`src/rtl/scroll_word_7seg.sv`:
```
// scroll_word_7seg: shows a NUM_DISP-wide window of a MSG_LEN-character message
// on active-low 7-segment displays.
// The window start index advances on an internal divided tick. Each advance can
// hold, rotate left, rotate right or bounce.
//
// Ports:
//   CLOCK_50  system clock, all state on the rising edge
//   KEY0      asynchronous active-low reset
//   load      sync pulse, captures msg_in and restarts offset/dir/divider
//   msg_in    message, char k at [2k+1:2k], char 0 leftmost
//   mode      00 hold, 01 rotate left, 10 rotate right, 11 bounce
//   step      (MANUAL_STEP_EN only) sync pulse forcing an advance
//   HEX       display d at [7d+6:7d], d=0 rightmost, bit 0 = seg a, active-low
//   offset    current window start index
//   dir       bounce direction, 0 increasing, 1 decreasing
//   tick      one-cycle pulse at divider terminal count
//
// Optional feature macro: MANUAL_STEP_EN (adds the step input).
module scroll_word_7seg #(
    parameter int unsigned NUM_DISP = 3,
    parameter int unsigned MSG_LEN  = 4,
    parameter int unsigned TICK_DIV = 50000000
) (
    input  logic                                             CLOCK_50,
    input  logic                                             KEY0,
    input  logic                                             load,
    input  logic [2*MSG_LEN-1:0]                             msg_in,
    input  logic [1:0]                                       mode,
`ifdef MANUAL_STEP_EN
    input  logic                                             step,
`endif
    output logic [7*NUM_DISP-1:0]                            HEX,
    output logic [((MSG_LEN > 1) ? $clog2(MSG_LEN) : 1)-1:0] offset,
    output logic                                             dir,
    output logic                                             tick
);

    localparam int unsigned OW = (MSG_LEN > 1) ? $clog2(MSG_LEN) : 1;
    localparam int unsigned CW = (TICK_DIV > 1) ? $clog2(TICK_DIV) : 1;

    localparam logic [OW-1:0] MAX_OFF  = OW'(MSG_LEN - NUM_DISP);
    localparam logic [OW-1:0] LAST_OFF = OW'(MSG_LEN - 1);
    localparam logic [CW-1:0] CNT_LAST = CW'(TICK_DIV - 1);

    logic [2*MSG_LEN-1:0] msg_q, msg_d;
    logic [OW-1:0]        offset_q, offset_d;
    logic                 dir_q, dir_d;
    logic [CW-1:0]        cnt_q, cnt_d;
    logic                 advance;

    function automatic logic [6:0] seg_decode(input logic [1:0] code);
        logic [6:0] s;
        unique case (code)
            2'b00:   s = 7'b0100001; // d
            2'b01:   s = 7'b0000110; // E
            2'b10:   s = 7'b1111001; // 1
            default: s = 7'b1111111; // blank
        endcase
        return s;
    endfunction

    // Message index shown on display d (d=0 is the rightmost display).
    function automatic int unsigned char_idx(input logic [OW-1:0] off, input int unsigned d);
        return (32'(off) + NUM_DISP - 1 - d) % MSG_LEN;
    endfunction

    assign tick = (cnt_q == CNT_LAST);

`ifdef MANUAL_STEP_EN
    assign advance = (tick | step) & ~load;
`else
    assign advance = tick & ~load;
`endif

    always_comb begin
        cnt_d = (load || tick) ? '0 : cnt_q + CW'(1);
    end

    always_comb begin
        msg_d    = msg_q;
        offset_d = offset_q;
        dir_d    = dir_q;
        if (load) begin
            msg_d    = msg_in;
            offset_d = '0;
            dir_d    = 1'b0;
        end else if (advance) begin
            unique case (mode)
                2'b01: offset_d = (offset_q == LAST_OFF) ? '0 : offset_q + OW'(1);
                2'b10: offset_d = (offset_q == '0) ? LAST_OFF : offset_q - OW'(1);
                2'b11: begin
                    if (offset_q > MAX_OFF) begin
                        // Left over from a rotation: snap to the far edge and head back.
                        offset_d = MAX_OFF;
                        dir_d    = 1'b1;
                    end else if (!dir_q) begin
                        if (offset_q < MAX_OFF) begin
                            offset_d = offset_q + OW'(1);
                        end else begin
                            dir_d    = 1'b1;
                            offset_d = (MAX_OFF != '0) ? MAX_OFF - OW'(1) : '0;
                        end
                    end else begin
                        if (offset_q != '0) begin
                            offset_d = offset_q - OW'(1);
                        end else begin
                            dir_d    = 1'b0;
                            offset_d = (MAX_OFF != '0) ? OW'(1) : '0;
                        end
                    end
                end
                default: ;
            endcase
        end
    end

    always_ff @(posedge CLOCK_50 or negedge KEY0) begin
        if (!KEY0) begin
            msg_q    <= '1;
            offset_q <= '0;
            dir_q    <= 1'b0;
            cnt_q    <= '0;
        end else begin
            msg_q    <= msg_d;
            offset_q <= offset_d;
            dir_q    <= dir_d;
            cnt_q    <= cnt_d;
        end
    end

    // Pure decode of registered state, so HEX follows the register edge directly.
    always_comb begin
        HEX = '1;
        for (int d = 0; d < NUM_DISP; d++) begin
            HEX[7*d +: 7] = seg_decode(msg_q[2*char_idx(offset_q, d) +: 2]);
        end
    end

    assign offset = offset_q;
    assign dir    = dir_q;

endmodule
```
`config.mk`:
```
export PLATFORM = sky130hd
export DESIGN_NAME = scroll_word_7seg
export DESIGN_NICKNAME = d
export VERILOG_FILES = /design/src/rtl/scroll_word_7seg.sv
export SDC_FILE = /design/constraint.sdc
export NUM_CORES = 1
export LEC_CHECK = 0
export ABC_AREA = 0
export CORE_MARGIN = 8
export CORE_UTILIZATION = 30
export CTS_BUF_LIST = sky130_fd_sc_hd__clkbuf_4
export DETAILED_ROUTE_END_ITERATION = 8
export PLACE_DENSITY_LB_ADDON = 0.2
export SLEW_MARGIN = 0
export SYNTH_ARGS = -nofsm -noshare
export SYNTH_HDL_FRONTEND = slang
export SYNTH_SLANG_ARGS = --single-unit
```
`constraint.sdc`:
```
create_clock -name CLOCK_50 -period 2.45 [get_ports CLOCK_50]
set_input_delay 0.49 -clock CLOCK_50 [delete_from_list [all_inputs] [get_ports CLOCK_50]]
set_output_delay 0.49 -clock CLOCK_50 [all_outputs]
set_load 0.02 [all_outputs]
```
==> impl_metrics.yaml, run 1 <==
run_status:
  status: "completed"
drt:
  routed_wire_length_per_instance_um: 14.6
  detail_route.drc_violations: 0
  drt.antenna.violating_nets: 0
  routed_wl_mm: 5.33
  detailedRoute.firstPassIterationCount: 4
  route.detailed.vias_per_inst: 4.96
  vias_after_detailed_routing: 1806
  detail_route.iter0.violations: 51
logic_synthesis:
  yosysSeqAreaShare: 0.408
  syn-cell-area_um2: 2290
  yosys_warnings: 0
  synth_enable_flop_cells: 0
  synth-async-reset-ratio: 1.00
  yosys-top-cells-area: "dfrtp_1 32%, dfstp_2 9.2%, mux4_2 5.9%"
  post_synth_top_cells: "29 x dfrtp_1, 15 x a21oi_1, 14 x buf_4"
  post-synth-top-count-cell: "dfrtp_1"
  synth_top_cell_area_share: 0.317
  synth_cells: 221
  netlist-cell-type-count: 44
  ys_ff_latch: 37
  synth_nets: 242
  library_cell_occupying_the_most_area_in_the_post_synthesis_netlist: "dfrtp_1"
  synth_flop_cell: "dfrtp_1"
  synth_area_per_cell_um2: 10.4
die:
  start_util: 0.303
  ioPinCount: 38
  core-area_um2: 7570
  fp-row-count: 32
  die_h_um: 103
  die_w_um: 103
  fp.dieArea_um2: 10700
timing:
  finalSetupTns_ns: 0
  setup-violations-final: 0
  tightest_slew_ns: 0.544
  post-route-worst-setup-slack_ns: 0.116
  finalHoldViolations: 0
  period_minus_ws_final_ns: 2.33
  rsz0062_at_grt: "no"
  hold-worst-slack_ns: 0.510
  finalCritPeriodShare: 0.953
  timing.final.max_slew_violations: 0
  achievable-frequency_mhz: 428
  slew_headroom: 0.637
  layout_skew_ns: 0.0129
clock_network:
  clkSlewWorstSetupHoldPaths_ns: 0.12
  ctsHtreeMaxLevel: 2
  max-clock-path-buffers: 2
  clock_sink_count: 37
  cts_inserted_buffers: 5
  cts_tree: "done"
  cts.root.buffer_cell: "clkbuf_4"
  clk-insertion-delay-late_ns: 0.34
layout:
  utilization: 0.376
  finish.net_count: 282
  area.growth.synth_to_final_pct: 24.1
  nFillCells: 749
  instances_no_fill: 364
  layout-drive-gt1-share: 0.263
  antenna-diode-count: 0
critical_path:
  critical_path.slowest_cell: "mux4_2"
  crit_chain: "buf_6 > mux4_2 > nand2b_2 > clkdlybuf4s15_2"
  setup.worst_path.start_class: "register"
  worst-endpoint-arrival_ns: 1.84
  worst-setup-path-type: "reg2out"
  critPathMaxFanout: 6
  data_required_time_of_the_worst_path_ns: 1.96
  max_stage_delay_ns: 0.52
  worst_setup_path_end_kind: "primary output"
placement:
  hpwl_mm: 3.91
  placedCellCount: 355
  gp_routability_congestion: 0.728
  post-place-ws_ns: 0.103
  place.port_buffers: 37
global_routing:
  grt.total_usage: 0.106
  grt_antenna_before_repair: 0
  gr-total-overflow: 0
  largest_net_degree_at_the_start_of_global_routing: 25
  grt_pass1_wl_mm: 9.05
  grt_pass1_vias: 1865
power:
  power-per-cell-area_nw_per_um2: 449
  vdd_drop_max_mv: 0.176
  p_leak_uw: 0.00113
hold_path:
  hold_path.class: "in2async"
job:
  maxCapViolations: 0
routing by layer:
layer	track usage	vias up	share of wire
li1	-	886	-
met1	0.140	874	0.49
met2	0.176	41	0.45
met3	0.0161	5	0.056
met4	0.0267	0	0.011
met5	0	-	0
stage by stage:
step | area [um^2] | total power [uW]
finish | 2850 | 1280
detailed placement | 2780 | 902
CTS | 2850 | 1310
global route | 2850 | 1340
floorplan | 2300 | 803
global placement | 2780 | 900
registers in the layout, summed over array words and instances, names as in the netlist:
register / count
cnt_q: 26
dir: 1
msg_q: 8
offset: 2
critical path: cells and delay by family (launching register included):
family / cells / cell delay, ns
multiplexers: 1 / 0.52
flip-flops: 1 / 0.40
buffers and inverters: 2 / 0.39
AND/OR/NAND/NOR: 1 / 0.20
where the power goes:
| part | leakage, uW | internal (uW) | switching (uW) | total (uW) |
|---|---|---|---|---|
| logic | 0.000609 | 91.5 | 111 | 203 |
| clock network | 0.0000389 | 211 | 207 | 418 |
| registers | 0.000484 | 638 | 17.9 | 656 |
final cells by class:
cell class / count / area (um^2) / area share
multi-input combinational: 153 / 1200 / 0.423
sequential: 37 / 938 / 0.330
timing repair buffer: 56 / 467 / 0.164
tap: 102 / 128 / 0.0449
clock inverter: 3 / 41.3 / 0.0145
clock buffer: 5 / 37.5 / 0.0132
inverter: 8 / 30.0 / 0.0106
layout by cell type (no fill, tap or decap), types with 3 or more instances in the layout:
cell	instances
or4_1	12
nor2b_1	4
a21oi_1	15
clkbuf_2	5
xnor2_1	3
ha_1	7
or3_1	3
clkdlybuf4s50_1	14
nand2b_1	3
nor2_1	13
dfrtp_1	27
nand3_1	13
nand2_1	10
xor2_1	7
dfstp_2	8
clkbuf_4	5
dlygate4sd2_1	15
inv_1	7
o21ai_0	3
nand4_1	6
mux2_2	8
o31ai_1	12
mux4_2	6
and3_1	3
buf_4	17
what timing repair did:
| item | CTS | global route |
|---|---|---|
| setup buffers | 0 | 0 |
| gates cloned | 0 | 0 |
| setup endpoints to repair | 22 | 7 |
| resized for setup | 29 | 13 |
| endpoints found under the hold margin | 5 | 0 |
| hold buffers | 1 | 0 |
cells by family (layout without fill, tap and decap cells):
kind of cell | Yosys count | in the layout | synth area share
adder cells (fa/ha/maj) | 8 | 8 | 0.0437
multiplexers | 15 | 15 | 0.103
flip-flops | 37 | 37 | 0.408
buffers and inverters | 31 | 72 | 0.0770
AND/OR/NAND/NOR | 83 | 83 | 0.220
XOR/XNOR | 10 | 10 | 0.0382
AO/OA/AOI/OAI | 37 | 37 | 0.110
final timing paths:
check | start | endpoint | slack [ns] | depth (start not counted)
max reg2reg | cnt_q[9] | cnt_q[25] | 0.55 | 4
min | KEY0 | cnt_q[22] | 0.51 | 2
min reg2reg | cnt_q[0] | cnt_q[0] | 0.52 | 1
max | offset[0] | HEX[7] | 0.12 | 4
max in group asynchronous | KEY0 | msg_q[6] | 1.37 | 3
min in group CLOCK_50 | cnt_q[0] | cnt_q[0] | 0.52 | 1
(Power assumes the default switching activity.)
==> inputs of run 2 (changes only) <==
--- a/config.mk
+++ b/config.mk
@@ -6,7 +6,7 @@
 export NUM_CORES = 1
 export LEC_CHECK = 0
 export ABC_AREA = 0
-export CORE_MARGIN = 8
+export CORE_MARGIN = 2
 export CORE_UTILIZATION = 30
 export CTS_BUF_LIST = sky130_fd_sc_hd__clkbuf_4
 export DETAILED_ROUTE_END_ITERATION = 8
==> impl_metrics.yaml, run 2 (same netlist as run 1, synthesis figures left out) <==
timing:
  slew_headroom: 0.510
  rsz0062_at_grt: "no"
  finalHoldViolations: 0
  achievable-frequency_mhz: 437
  hold-worst-slack_ns: 0.185
  finalSetupTns_ns: 0
  layout_skew_ns: 0.00608
  tightest_slew_ns: 0.734
  timing.final.max_slew_violations: 0
  setup-violations-final: 0
  finalCritPeriodShare: 0.934
  period_minus_ws_final_ns: 2.29
drt:
  routed_wire_length_per_instance_um: 13.4
  vias_after_detailed_routing: 1763
  route.detailed.vias_per_inst: 4.92
  detailedRoute.firstPassIterationCount: 4
  routed_wl_mm: 4.81
  detail_route.iter0.violations: 40
  drt.antenna.violating_nets: 0
  detail_route.drc_violations: 0
global_routing:
  grt_pass1_wl_mm: 8.39
  grt_antenna_before_repair: 0
  largest_net_degree_at_the_start_of_global_routing: 32
  gr-total-overflow: 0
  grt_pass1_vias: 1735
  grt.total_usage: 0.124
power:
  power-per-cell-area_nw_per_um2: 423
  p_leak_uw: 0.00111
  power.total_uw: 1180
  vdd_drop_max_mv: 0.112
layout:
  antenna-diode-count: 0
  nFillCells: 735
  final_common_cell: "dfrtp_1"
  flip_flop_count_of_the_largest_register_after_layout: 26
  regMostFlops: "cnt_q"
  area.growth.synth_to_final_pct: 21.7
  most-common-layout-cells: "27 x dfrtp_1, 15 x a21oi_1, 15 x dlygate4sd2_1, 15 x buf_4, 14 x clkdlybuf4s50_1"
  multi_input_area_um2: 1200
  layout-drive-gt1-share: 0.263
  sequential_cell_area_um2: 938
  finish.net_count: 279
die:
  fp.dieArea_um2: 8360
  die_w_um: 91.4
  start_util: 0.313
  core-area_um2: 7330
  die_h_um: 91.4
  fp-row-count: 31
  ioPinCount: 38
clock_network:
  cts.root.buffer_cell: "clkbuf_4"
  max-clock-path-buffers: 2
  hold_buffers: 0
  clkSlewWorstSetupHoldPaths_ns: 0.12
  clk-insertion-delay-late_ns: 0.35
  clock_sink_count: 37
  ctsHtreeMaxLevel: 2
  cts_inserted_buffers: 5
  cts_tree: "done"
critical_path:
  worst-setup-path-type: "reg2out"
  max_stage_delay_ns: 0.54
  critPathCapture: "HEX[12]"
  crit-reg2reg-launch: "cnt_q[0]"
  data_required_time_of_the_worst_path_ns: 1.96
  reg2reg_to: "offset[1]"
  worst_setup_path_end_kind: "primary output"
  worst-path-stages: 4
  critical_path.slowest_cell: "mux4_2"
  timing.critical_path.max_delay_family: "multiplexers"
  crit_chain: "buf_8 > mux4_2 > nand2b_2 > clkbuf_2"
  ff2ff_path_depth: 6
  critPathMaxFanout: 12
  worst-endpoint-arrival_ns: 1.80
  setup.worst_path.start_class: "register"
  timing.reg2reg.setup_slack_ns: 0.58
  cp-startpoint: "offset[0]"
  timing.critical_path.buf_inv: 2
placement:
  place.port_buffers: 37
  gp_routability_congestion: 0.787
  hpwl_mm: 3.45
job:
  maxCapViolations: 0
run_status:
  status: "completed"
hold_path:
  hold_path.class: "in2async"
run 2: changes by cell type in the layout (fill, tap and decap cells not counted):
cell	delta
buf_4	-2
clkbuf_2	+2
clkinv_2	+2
buf_2	-1
buf_6	-1
buf_8	+1
bufinv_16	-1
clkdlybuf4s15_2	-1
clkinv_1	-1
dlygate4sd3_1	-1
run 2: power breakdown:
group          switching, uW  internal [uW]
clock network            219            108
logic                    109           87.2
registers               17.4            638
run 2: routing by layer:
| metal | vias up | routed length, um | global-route usage |
|---|---|---|---|
| met5 | - | 0 | 0 |
| met3 | 6 | 174 | 0.0257 |
| li1 | 885 | - | - |
| met1 | 832 | 2500 | 0.169 |
| met2 | 40 | 2050 | 0.192 |
| met4 | 0 | 87 | 0.0492 |
run 2: timing repair:
action,in CTS,in global routing
setup buffers,0,0
resized for setup,34,8
endpoints found under the setup margin,22,7
run 2: stage by stage:
stage,instances,cell area [um^2],util,worst slack [ns]
after floorplan,221,2300,-,0.0145
after global placement,350,2760,0.377,0.0908
after detailed placement,350,2760,0.377,0.0760
after CTS,358,2820,0.384,0.00258
after global routing,358,2790,0.381,0.00978
final,358,2790,0.381,0.161
run 2: worst min path at each step:
stage / from / endpoint / cells past startpoint
after floorplan: KEY0 / cnt_q[0] / 0
after global placement: cnt_q[0] / cnt_q[0] / 1
after detailed placement: cnt_q[0] / cnt_q[0] / 1
after CTS: KEY0 / cnt_q[2] / 1
after global routing: KEY0 / cnt_q[12] / 1
final: KEY0 / cnt_q[3] / 1
run 2: area by class of cell:
class	count	area share
repair buffers	53	0.157
clock buffers	5	0.0135
flip-flops and latches	37	0.336
clock inverters	3	0.00628
well taps	99	0.0444
multi-input cells	153	0.431
inverters	8	0.0108
